[config.mk]
export PLATFORM = sky130hd
export DESIGN_NAME = anabellek_hakem
export DESIGN_NICKNAME = d
export VERILOG_FILES = /design/src/rtl/anabellek_hakem.sv
export SDC_FILE = /design/constraint.sdc
export NUM_CORES = 1
export LEC_CHECK = 0
export CORE_AREA = 2 2 252 254
export CTS_CLUSTER_DIAMETER = 80
export DETAILED_ROUTE_END_ITERATION = 12
export DIE_AREA = 0 0 254 256
export GPL_ROUTABILITY_DRIVEN = 0
export PLACE_DENSITY = 0.51
export SYNTH_ARGS = -nofsm -noshare
export SYNTH_HDL_FRONTEND = slang
export SYNTH_SLANG_ARGS = --single-unit
[constraint.sdc]
create_clock -name clk_i -period 1.5 [get_ports clk_i]
set_input_delay 0.375 -clock clk_i [delete_from_list [all_inputs] [get_ports clk_i]]
set_output_delay 0.375 -clock clk_i [all_outputs]
set_load 0.005 [all_outputs]
[src/rtl/anabellek_hakem.sv]
// anabellek_hakem: arbitrates one main-memory controller between instruction cache (bb) and data cache (vb).
// Optional ANABELLEK_HAKEM_ADIL_EN selects round-robin on simultaneous requests instead of fixed vb priority.
module anabellek_hakem #(
    parameter int ADRES_BIT = 32,
    parameter int OBEK_BIT  = 128
) (
    input  logic                 clk_i,
    input  logic                 rst_i,
    input  logic                 bb_istek_i,
    input  logic [ADRES_BIT-1:0] bb_adres_i,
    input  logic                 vb_istek_i,
    input  logic                 vb_yaz_i,
    input  logic [ADRES_BIT-1:0] vb_adres_i,
    input  logic [OBEK_BIT-1:0]  vb_yaz_obek_i,
    output logic                 bb_kabul_o,
    output logic                 bb_bitti_o,
    output logic                 vb_kabul_o,
    output logic                 vb_bitti_o,
    output logic [OBEK_BIT-1:0]  okunan_obek_o,
    output logic                 anabellege_istek_o,
    output logic                 oku_o,
    output logic                 yaz_o,
    output logic [ADRES_BIT-1:0] oku_adres_o,
    output logic [ADRES_BIT-1:0] yaz_adres_o,
    output logic [OBEK_BIT-1:0]  yaz_veri_obegi_o,
    input  logic                 anabellek_musait_i,
    input  logic [OBEK_BIT-1:0]  okunan_veri_obegi_i
);

    // state  | meaning
    // BOS    | idle, grant when controller free and a request is present
    // GONDER | request pulse to controller
    // BEKLE  | wait for controller to go busy
    // MESGUL | wait for controller to finish, capture read block
    // TAMAM  | signal completion to the owner
    localparam logic [2:0] BOS    = 3'd0;
    localparam logic [2:0] GONDER = 3'd1;
    localparam logic [2:0] BEKLE  = 3'd2;
    localparam logic [2:0] MESGUL = 3'd3;
    localparam logic [2:0] TAMAM  = 3'd4;

    logic [2:0]           r_durum;
    logic                 r_sahip;
    logic                 r_yaz;
    logic                 r_oku;
    logic [ADRES_BIT-1:0] r_adres;
    logic [OBEK_BIT-1:0]  r_obek;
    logic [OBEK_BIT-1:0]  r_okunan;
    logic                 r_istek;
    logic                 r_bb_kabul;
    logic                 r_vb_kabul;
    logic                 r_bb_bitti;
    logic                 r_vb_bitti;

    logic                 w_kazanan;
    logic                 w_verilir;
    logic                 w_kazanan_yaz;
    logic [ADRES_BIT-1:0] w_bb_adres;
    logic [ADRES_BIT-1:0] w_vb_adres;

    assign w_bb_adres    = {bb_adres_i[ADRES_BIT-1:4], 4'b0000};
    assign w_vb_adres    = {vb_adres_i[ADRES_BIT-1:4], 4'b0000};
    assign w_verilir     = (r_durum == BOS) && anabellek_musait_i && (bb_istek_i || vb_istek_i);
    assign w_kazanan_yaz = w_kazanan && vb_yaz_i;

`ifdef ANABELLEK_HAKEM_ADIL_EN
    logic r_son_sahip;

    // On a tie the requester that did not win last time goes first.
    always_comb begin
        w_kazanan = vb_istek_i;
        if (bb_istek_i && vb_istek_i) begin
            w_kazanan = ~r_son_sahip;
        end
    end

    always_ff @(posedge clk_i) begin
        if (rst_i) begin
            r_son_sahip <= 1'b0;
        end else if (w_verilir) begin
            r_son_sahip <= w_kazanan;
        end
    end
`else
    always_comb begin
        w_kazanan = vb_istek_i;
    end
`endif

    always_ff @(posedge clk_i) begin
        if (rst_i) begin
            r_durum    <= BOS;
            r_sahip    <= 1'b0;
            r_yaz      <= 1'b0;
            r_oku      <= 1'b0;
            r_adres    <= '0;
            r_obek     <= '0;
            r_okunan   <= '0;
            r_istek    <= 1'b0;
            r_bb_kabul <= 1'b0;
            r_vb_kabul <= 1'b0;
            r_bb_bitti <= 1'b0;
            r_vb_bitti <= 1'b0;
        end else begin
            r_istek    <= 1'b0;
            r_bb_kabul <= 1'b0;
            r_vb_kabul <= 1'b0;
            r_bb_bitti <= 1'b0;
            r_vb_bitti <= 1'b0;
            case (r_durum)
                BOS: begin
                    if (w_verilir) begin
                        r_sahip    <= w_kazanan;
                        r_yaz      <= w_kazanan_yaz;
                        r_oku      <= ~w_kazanan_yaz;
                        r_adres    <= w_kazanan ? w_vb_adres : w_bb_adres;
                        r_obek     <= w_kazanan ? vb_yaz_obek_i : '0;
                        r_bb_kabul <= ~w_kazanan;
                        r_vb_kabul <= w_kazanan;
                        r_istek    <= 1'b1;
                        r_durum    <= GONDER;
                    end
                end
                GONDER: begin
                    r_durum <= BEKLE;
                end
                BEKLE: begin
                    if (!anabellek_musait_i) begin
                        r_durum <= MESGUL;
                    end
                end
                MESGUL: begin
                    if (anabellek_musait_i) begin
                        if (!r_yaz) begin
                            r_okunan <= okunan_veri_obegi_i;
                        end
                        r_durum <= TAMAM;
                    end
                end
                TAMAM: begin
                    r_bb_bitti <= ~r_sahip;
                    r_vb_bitti <= r_sahip;
                    r_durum    <= BOS;
                end
                default: begin
                    r_durum <= BOS;
                end
            endcase
        end
    end

    assign bb_kabul_o         = r_bb_kabul;
    assign vb_kabul_o         = r_vb_kabul;
    assign bb_bitti_o         = r_bb_bitti;
    assign vb_bitti_o         = r_vb_bitti;
    assign okunan_obek_o      = r_okunan;
    assign anabellege_istek_o = r_istek;
    assign oku_o              = r_oku;
    assign yaz_o              = r_yaz;
    assign oku_adres_o        = r_adres;
    assign yaz_adres_o        = r_adres;
    assign yaz_veri_obegi_o   = r_obek;

endmodule
==> results list, run 1 <==
- In this run the cell area of the synthesized design comes to 12,000 µm².
* Standard-cell rows: 92
- Die Y-Extent: 256 µm
- Number of pins exceeding their max-slew limit in the final report: 0
* Overall die width: 254 µm
- Summing all placed instances gives a cell area of 19,500 µm².
- Walking the worst path, the cells encountered are or3b_4, nor2_4, buf_12, buf_12, a211oi_1.
- Clk buf depth: 3
- Yosys printed 0 warnings.
- Of the available clock period, the critical path in the final layout requires 104%.
- On the worst path, the slowest cell contributes a delay of 0.51 ns.
* Category of the critical setup timing path: register to register
* Share of synthesized area occupied by flip-flops and latches: 49.3%
- Dividing the detail-routed via count by the number of cells gives 4.41.
* Endpoint class of the critical path: register
- Setup violations remaining at the end of the flow were counted as 63.
- The first TritonRoute pass finished after 5 iterations.
- Syn-to-layout area delta: 74.6%
- The number of global-route vias before repair was 12,648.
- On the critical path, the stage with the largest delay is an instance of sky130_fd_sc_hd__or3b_4.
- Fmax achieved: 643 MHz
* Total count of hold-check failures in the final report: 0
* Power density over cell area: 989 nW/µm²
- Wires add up to 55.7 mm.
* Ports: 653
- Between clock sinks in the finished design, the worst skew comes to 0.0325 ns.
- IR analysis of the VDD net gives a maximum drop of 716 µV.
* Proportion of power drawn by combinational gates: 16.8%
- After global routing the overflow that remains totals 0.
- Data arrives at the worst endpoint at 1.95 ns.
- Combined global-route utilization of all metal layers: 15.4%
* Detailed-route DRC error count: 0
- The H-tree generated during clock tree synthesis spans 2 levels.
- Hold Crit Class: input pin to register
- The number of antenna violations at the first check in global routing came to 6.
- In this run the power spent charging and discharging nets is 5.48 mW.
- The internal power of the cells totals 15.2 mW.
- Leading cell type in the layout, fill and taps excluded: sky130_fd_sc_hd__clkdlybuf4s50_1
* Number of antenna-violating nets in the routed design: 0
* Clock group share of total power: 43.0%
- The tool flagged a number of max-cap violations equal to 0.
- Buffers inserted to repair hold after CTS numbered 0.
- Die footprint: 65,000 µm²
* Most frequent cells in the layout: sky130_fd_sc_hd__clkdlybuf4s50_1 (314), sky130_fd_sc_hd__nand2_1 (257), sky130_fd_sc_hd__buf_2 (223), sky130_fd_sc_hd__dfxtp_2 (181), sky130_fd_sc_hd__a21oi_1 (154)
* Maximum fanout encountered on the critical timing path: 7
- Count of distinct cell types in the synthesized netlist: 30
- Net count, final: 2,319
- TritonCTS Sinks: 295
* Design Area, Final: 20,900 µm²
* CTS tree: yes
* Sw Share: 26.5%
* Clock root buffer: sky130_fd_sc_hd__clkbuf_16
- Entering global routing, the biggest net connects 89 pins.
- #FFs+latches synth: 295
- Sequential cell fraction of total power: 40.2%
- Synth Area per Inst: 8.85 µm²
- Across all setup checks in the final design, the least slack found is -0.0555 ns.
- In this run, CTS created clock tree buffers numbering 39.
- Post-detailed-route wirelength per cell: 19.4 µm
* Floorplan Core Area: 62,400 µm²
* WP data required: 1.89 ns
* Setup repair after global routing missed its margin: true
- For this design the static power due to leakage is 8.27 nW.
* Worst-path clk slew: 0.06 ns
- Mapped Cells: 1,355
- Most common cell on crit path: sky130_fd_sc_hd__buf_12
- After the first detailed-routing iteration, the DRC count stood at 590.
- The final reports fail on setup timing.
* Minimum period implied by the final worst setup slack: 1.56 ns
* Share of post-route cells with drive strength above 1: 35.1%
* Final core occ: 33.5%
- Initial cell density of the core: 19.2%
- Detailed routing inserted a total of 12,643 vias.
* Worst-case setup slack after placement: -0.599 ns
- In this run the tool buffered the top-level ports with 636 buffer cells.
* TNS Setup: -1.67 ns
- The worst setup path is launched from a register.
- Global-route wire length before repair: 77.7 mm
- The wire-length estimate of the detail-placed layout is 37.9 mm.
- Clock latency on the worst-skew pair, taken at its later pin, is 0.56 ns.
- Run status: finished, violations left
-- state kept, by name (all words and copies together), names as in the netlist --
register,count
okunan_obek_o,128
yaz_veri_obegi_o,128
oku_adres_o,28
r_durum,3
anabellege_istek_o,1
bb_bitti_o,1
bb_kabul_o,1
oku_o,1
r_sahip,1
vb_bitti_o,1
vb_kabul_o,1
yaz_o,1
-- per-layer routing --
metal	global-route usage [%]	up-vias	share of wire (%)
met1	18.0	5984	40
met5	0	-	0.13
met3	6.40	97	10
met4	4.48	12	2.5
met2	25.4	505	48
li1	-	6045	-
-- cells in the mapped netlist --
library cell	n	area, µm²
sky130_fd_sc_hd__dfxtp_1	295	5910
sky130_fd_sc_hd__nand2_1	257	965
sky130_fd_sc_hd__a21oi_1	158	791
sky130_fd_sc_hd__mux2i_1	156	1560
sky130_fd_sc_hd__o21ai_0	131	656
sky130_fd_sc_hd__nand4_1	128	801
sky130_fd_sc_hd__clkbuf_1	82	308
sky130_fd_sc_hd__buf_4	54	405
sky130_fd_sc_hd__buf_2	40	200
sky130_fd_sc_hd__a211oi_1	29	218
sky130_fd_sc_hd__nor3_1	3	15.0
sky130_fd_sc_hd__buf_1	2	7.51
sky130_fd_sc_hd__nand3_1	2	10.0
sky130_fd_sc_hd__nor2_1	2	7.51
sky130_fd_sc_hd__and3_1	1	6.26
sky130_fd_sc_hd__and4_1	1	8.76
sky130_fd_sc_hd__and4b_1	1	10.0
sky130_fd_sc_hd__buf_6	1	11.3
sky130_fd_sc_hd__clkbuf_2	1	5.00
sky130_fd_sc_hd__conb_1	1	3.75
sky130_fd_sc_hd__inv_2	1	3.75
sky130_fd_sc_hd__nand2b_1	1	6.26
sky130_fd_sc_hd__nand4b_1	1	8.76
sky130_fd_sc_hd__nor2_4	1	11.3
sky130_fd_sc_hd__nor3b_2	1	12.5
sky130_fd_sc_hd__nor4b_1	1	8.76
sky130_fd_sc_hd__o211a_1	1	10.0
sky130_fd_sc_hd__o21ba_2	1	10.0
sky130_fd_sc_hd__o21bai_2	1	11.3
sky130_fd_sc_hd__or3b_4	1	11.3
-- cell type report --
| cell class | count | area [µm²] |
|---|---|---|
| fillers | 6549 | 41500 |
| multi-input cells | 887 | 5360 |
| inverters | 1 | 11.3 |
| clock inverters | 10 | 76.3 |
| repair buffers | 769 | 7130 |
| clock buffers | 58 | 1130 |
| flip-flops and latches | 295 | 6160 |
| diodes | 1 | 2.50 |
| well taps | 846 | 1060 |
-- path summary, 6_finish.rpt --
kind              slack, ns                            from                        endpoint  cells after the start
setup / recovery      -0.06         r_durum[0]$_SDFFE_PP0P_    oku_adres_o[15]$_SDFFE_PP0P_                      5
hold reg to reg        0.45  okunan_obek_o[28]$_SDFFE_PP0P_  okunan_obek_o[28]$_SDFFE_PP0P_                      2
hold / removal         0.25                           rst_i              oku_o$_SDFFE_PP0P_                      3
setup reg to reg      -0.06         r_durum[0]$_SDFFE_PP0P_    oku_adres_o[15]$_SDFFE_PP0P_                      5
-- through the flow --
| stage | power [mW] | hold WS, ns | cells |
|---|---|---|---|
| floorplan | 9.61 | 0.451 | 1362 |
| global placement | 11.7 | 0.443 | 2745 |
| detailed placement | 11.7 | 0.448 | 2745 |
| CTS | 20.7 | 0.210 | 2841 |
| global route | 21.7 | 0.232 | 2866 |
| finish | 20.7 | 0.246 | 2867 |
-- cell families (layout without fill, tap and decap cells) --
logic type,count (synthesis),count (layout),synth area share [%]
AOI/OAI and AO/OA,321,321,14.1
buffers and inverters,181,838,7.85
DFF,295,295,49.3
muxes,156,156,13.0
other,1,9,0.0313
and+or+nand+nor,401,402,15.7
-- timing repair --
item                                   in CTS  in global routing
gates cloned                                5                 19
resized for setup                        1362                203
pin swaps                                   3                 24
endpoints found under the hold margin       0                  0
setup buffers                              23                 11
setup endpoints to repair                 473                344
-- power groups by stage --
| stage | registers [mW] | clock network [mW] | logic, mW |
|---|---|---|---|
| 3_3_place_gp | 8.44 | 0 | 3.23 |
| 4_1_cts | 8.30 | 9.28 | 3.14 |
| 6_report | 8.32 | 8.91 | 3.48 |
| 3_5_place_dp | 8.44 | 0 | 3.25 |
| 2_1_floorplan | 8.43 | 0 | 1.18 |
| 5_1_grt | 8.35 | 9.59 | 3.72 |
-- critical path: cells and delay by family (launching register included) --
family	cells	cell delay [ns]
buffers and inverters	2	0.27
AO/OA/AOI/OAI	1	0.07
flip-flops	1	0.38
AND/OR/NAND/NOR	2	0.64
Note: power is estimated with default switching activity, not from simulation.
==> run 2, diff against run 1 <==
--- a/config.mk
+++ b/config.mk
@@ -9,7 +9,6 @@
 export CTS_CLUSTER_DIAMETER = 80
 export DETAILED_ROUTE_END_ITERATION = 12
 export DIE_AREA = 0 0 254 256
-export GPL_ROUTABILITY_DRIVEN = 0
 export PLACE_DENSITY = 0.51
 export SYNTH_ARGS = -nofsm -noshare
 export SYNTH_HDL_FRONTEND = slang
==> results of run 2 <==
The final DEF is identical to that of run 1; final timing and power are the same.
==> run 3, diff against run 2 <==
--- a/config.mk
+++ b/config.mk
@@ -7,9 +7,11 @@
 export LEC_CHECK = 0
 export CORE_AREA = 2 2 252 254
 export CTS_CLUSTER_DIAMETER = 80
+export CTS_CLUSTER_SIZE = 12
 export DETAILED_ROUTE_END_ITERATION = 12
 export DIE_AREA = 0 0 254 256
 export PLACE_DENSITY = 0.51
 export SYNTH_ARGS = -nofsm -noshare
 export SYNTH_HDL_FRONTEND = slang
 export SYNTH_SLANG_ARGS = --single-unit
+export TNS_END_PERCENT = 30
==> run 3 against run 2 <==
The run still ends with setup timing left; maximum frequency grew 2.9%; global-route usage shrank 0.33 points; clock power shrank 11%; sequential power is essentially flat; setup slack gained 0.044 ns; register-to-register slack gained 0.04 ns; sequential share of layout area grew 1.1 points; critical path depth shrank 1; critical endpoint is now yaz_veri_obegi_o[81]$_SDFFE_PP0P_.
==> results list, run 3 (synthesized netlist as in run 1, its figures left out) <==
* Failing checks: setup timing
- Compared with the post-synthesis result, the final layout area differs by 66.6%.
* Number of global-route vias before repair: 12,517 (-1.0%)
- The count of final max-slew check failures came to 0 (unchanged).
- Source of the worst register-to-register timing path: r_durum[1]$_SDFFE_PP0P_
- The internal power came to 14.2 mW (-6.5%).
- Die Y-Extent: 256 µm (unchanged)
- The reg2reg setup slack is -0.01 ns (+0.04 ns).
* Combined global-route utilization of all metal layers: 15.0% (-0.33 points)
* Worst hold stages: 3 (unchanged)
- First-pass detailed-route iteration total: 5 (unchanged)
- The share of total power in the clock network is 41.1% (-1.9 points).
- The reported max-cap violation count is 0 (unchanged).
- Post-detailed-route wirelength per cell: 18.6 µm (-4.0%)
* Worst-path clk slew: 0.06 ns (about the same)
* Number of filler cells placed in the layout: 6,639 (+1.4%)
- Endpoint class of the critical path: register
- The number of placement rows was 92 (unchanged).
- TritonCTS Sinks: 295 (unchanged)
- The die footprint was 65,000 µm² (unchanged).
* Overall die width: 254 µm (unchanged)
- Hold_sp: anabellek_musait_i
* Run status: finished, violations left
* TritonCTS buffer count: 34 (-13%)
- Initial cell density of the core: 19.2% (unchanged)
- Area of the multi-input gates: 5220 µm² (-2.7%)
* Number of antenna-violating nets in the routed design: 0 (unchanged)
- WP data required: 1.90 ns (about the same)
- The wire length of the first global-routing pass is 76.2 mm (-1.9%).
- Count of input and output buffers: 636 (unchanged)
- The count of endpoints failing hold in the final timing report is 0 (unchanged).
- The share of total power in sequential cells is 42.8% (+2.6 points).
- The final setup violation count was 5 (-92%).
- Terminus of the critical flop-to-flop path: yaz_veri_obegi_o[81]$_SDFFE_PP0P_
* Worst Path Arrival: 1.91 ns (-0.04 ns)
- The average via count per standard cell is 4.37 (-0.86%).
* Share of post-route cells with drive strength above 1: 28.4% (-6.7 points)
- Design Area, Final: 20,000 µm² (-4.5%)
- Antenna violations before repair: 7 (+1)
* Sw Share: 26.7% (+0.16 points)
- The final worst clock skew was 0.0212 ns (-0.0112 ns).
- The placement-stage cell area came to 19,500 µm² (unchanged).
- Min Hold Slack: 0.233 ns (-0.0136 ns)
* Half-perimeter wire length after detailed placement: 37.9 mm (unchanged)
- Worst path setup slack after routing: -0.0117 ns (+0.0438 ns)
* Proportion of power drawn by combinational gates: 16.1% (-0.7 points)
* Ratio of final minimum period to clock period: 101% (-2.9 points)
* Net count, final: 2,275 (-1.9%)
- Final weighted congestion in routability-driven placement: 0.773
- TritonCTS built the clock tree.
- The utilization after layout is 32.0% (-1.5 points).
* Detailed-route DRC error count: 0 (unchanged)
- Minimum period implied by the final worst setup slack: 1.51 ns (-0.0438 ns)
* Most frequent cells in the layout: sky130_fd_sc_hd__clkdlybuf4s50_1 (314), sky130_fd_sc_hd__nand2_1 (257), sky130_fd_sc_hd__a21oi_1 (157), sky130_fd_sc_hd__mux2i_1 (156), sky130_fd_sc_hd__dfxtp_1 (146)
* Routed wire length: 52.3 mm (-6.1%)
- The library cell used most frequently in the layout, excluding fill and tap cells, is sky130_fd_sc_hd__clkdlybuf4s50_1.
- Total of hold buffers inserted after clock tree synthesis: 0 (unchanged)
* Power density over cell area: 971 nW/µm² (-1.9%)
- Total leakage power: 7.69 nW (-7.0%)
- Clk buf depth: 3 (unchanged)
- Worst Hold Endpoint: r_durum[0]$_SDFFE_PP0P_
- The count of pins on the block boundary was 653 (unchanged).
- The total design power came to 19.4 mW (-6.3%).
- The total overflow reported by the global router is 0 (unchanged).
- The clock latency on the worst-skew pair was 0.54 ns (-0.02 ns).
* Total via count in the routed design: 12,267 (-3.0%)
- Largest net degree at the start of global routing: 89 (unchanged)
* Hold Crit Class: input pin to register
- The violation count after the first detailed-route iteration came to 547 (-7.3%).
* Category of the critical setup timing path: register to register
* Floorplan Core Area: 62,400 µm² (unchanged)
- CTS H-Tree Depth: 2 (unchanged)
- Clock root buffer: sky130_fd_sc_hd__clkbuf_16
- The depth of the most critical reg-to-reg path came to 4 (-1).
- The highest net fanout along the worst path is 55 (+48).
- Net switching component of the power: 5.17 mW (-5.7%)
- Fmax achieved: 662 MHz (+2.9%)
- The worst setup path is launched from a register.
* Register cell area after layout: 6110 µm² (-0.83%)
- The largest voltage drop on the vdd net is 816 µV (+14%).
- Setup repair after global routing could not meet its margin everywhere.
-- run 3: cell count changes in the layout (fill, tap and decap cells not counted), moves of 12 or more --
cell and change:
sky130_fd_sc_hd__clkbuf_16 -17, sky130_fd_sc_hd__clkbuf_1 -12, sky130_fd_sc_hd__dfxtp_1 +39, sky130_fd_sc_hd__clkdlybuf4s15_1 +28, sky130_fd_sc_hd__o21ai_0 +17, sky130_fd_sc_hd__dfxtp_2 -38, sky130_fd_sc_hd__buf_2 -93, sky130_fd_sc_hd__clkbuf_2 +44
-- run 3: critical path: stages, from the launching register on --
cell	delay, ns
sky130_fd_sc_hd__dfxtp_2	0.35
sky130_fd_sc_hd__or3b_4	0.47
sky130_fd_sc_hd__buf_12	0.20
sky130_fd_sc_hd__o21ai_0	0.20
sky130_fd_sc_hd__a21oi_1	0.08
-- run 3: repair_timing --
item	CTS	global route
buffers inserted	7	4
pin swaps	0	2
endpoints found under the hold margin	0	0
endpoints found under the setup margin	451	357
cloned	0	3
resized for setup	946	350
-- run 3: per-layer routing --
| layer | track usage, % | vias to the layer above | wire [µm] |
|---|---|---|---|
| li1 | - | 5913 | - |
| met1 | 17.6 | 5791 | 21000 |
| met2 | 24.9 | 472 | 24400 |
| met3 | 6.51 | 79 | 5490 |
| met4 | 4.33 | 12 | 1280 |
| met5 | 0 | - | 76 |
-- run 3: power groups by stage --
stage	Sequential [mW]	Combinational, mW	Clock [mW]
6_report	8.29	3.12	7.97
5_1_grt	8.33	3.37	8.62
4_1_cts	8.29	3.09	8.31
3_5_place_dp	8.44	3.25	0
3_3_place_gp	8.44	3.23	0
2_1_floorplan	8.43	1.18	0
-- run 3: metrics by stage --
| step | worst slack (ns) | TNS [ns] | std cells |
|---|---|---|---|
| final | -0.0117 | -0.0201 | 2806 |
| after global routing | -0.0733 | -3.38 | 2805 |
| after CTS | -0.0403 | -2.47 | 2797 |
| after detailed placement | -0.599 | -146.78 | 2745 |
| after global placement | -0.520 | -135.09 | 2745 |
| after floorplan | 0.0597 | 0 | 1362 |
-- run 3: worst max-delay path by stage --
stage / from / endpoint / slack (ns) / cells after the start
2_1_floorplan: vb_istek_i / yaz_veri_obegi_o[10]$_SDFFE_PP0P_ / 0.06 / 6
3_3_place_gp: anabellek_musait_i / yaz_veri_obegi_o[75]$_SDFFE_PP0P_ / -0.52 / 5
3_5_place_dp: anabellek_musait_i / okunan_obek_o[123]$_SDFFE_PP0P_ / -0.60 / 6
4_1_cts: yaz_veri_obegi_o[0]$_SDFFE_PP0P_ / yaz_veri_obegi_o[0] / -0.04 / 1
5_1_grt: r_durum[1]$_SDFFE_PP0P_ / okunan_obek_o[15]$_SDFFE_PP0P_ / -0.07 / 5
6_report: r_durum[1]$_SDFFE_PP0P_ / yaz_veri_obegi_o[81]$_SDFFE_PP0P_ / -0.01 / 4
-- run 3: area by class of cell --
cell class / instances / area share [%]
Clock inverter: 9 / 0.507
Clock buffer: 36 / 4.45
Antenna cell: 2 / 0.0251
Multi-Input combinational cell: 886 / 26.1
Inverter: 1 / 0.0564
Sequential cell: 295 / 30.6
Timing Repair Buffer: 731 / 33.0
Tap cell: 846 / 5.30
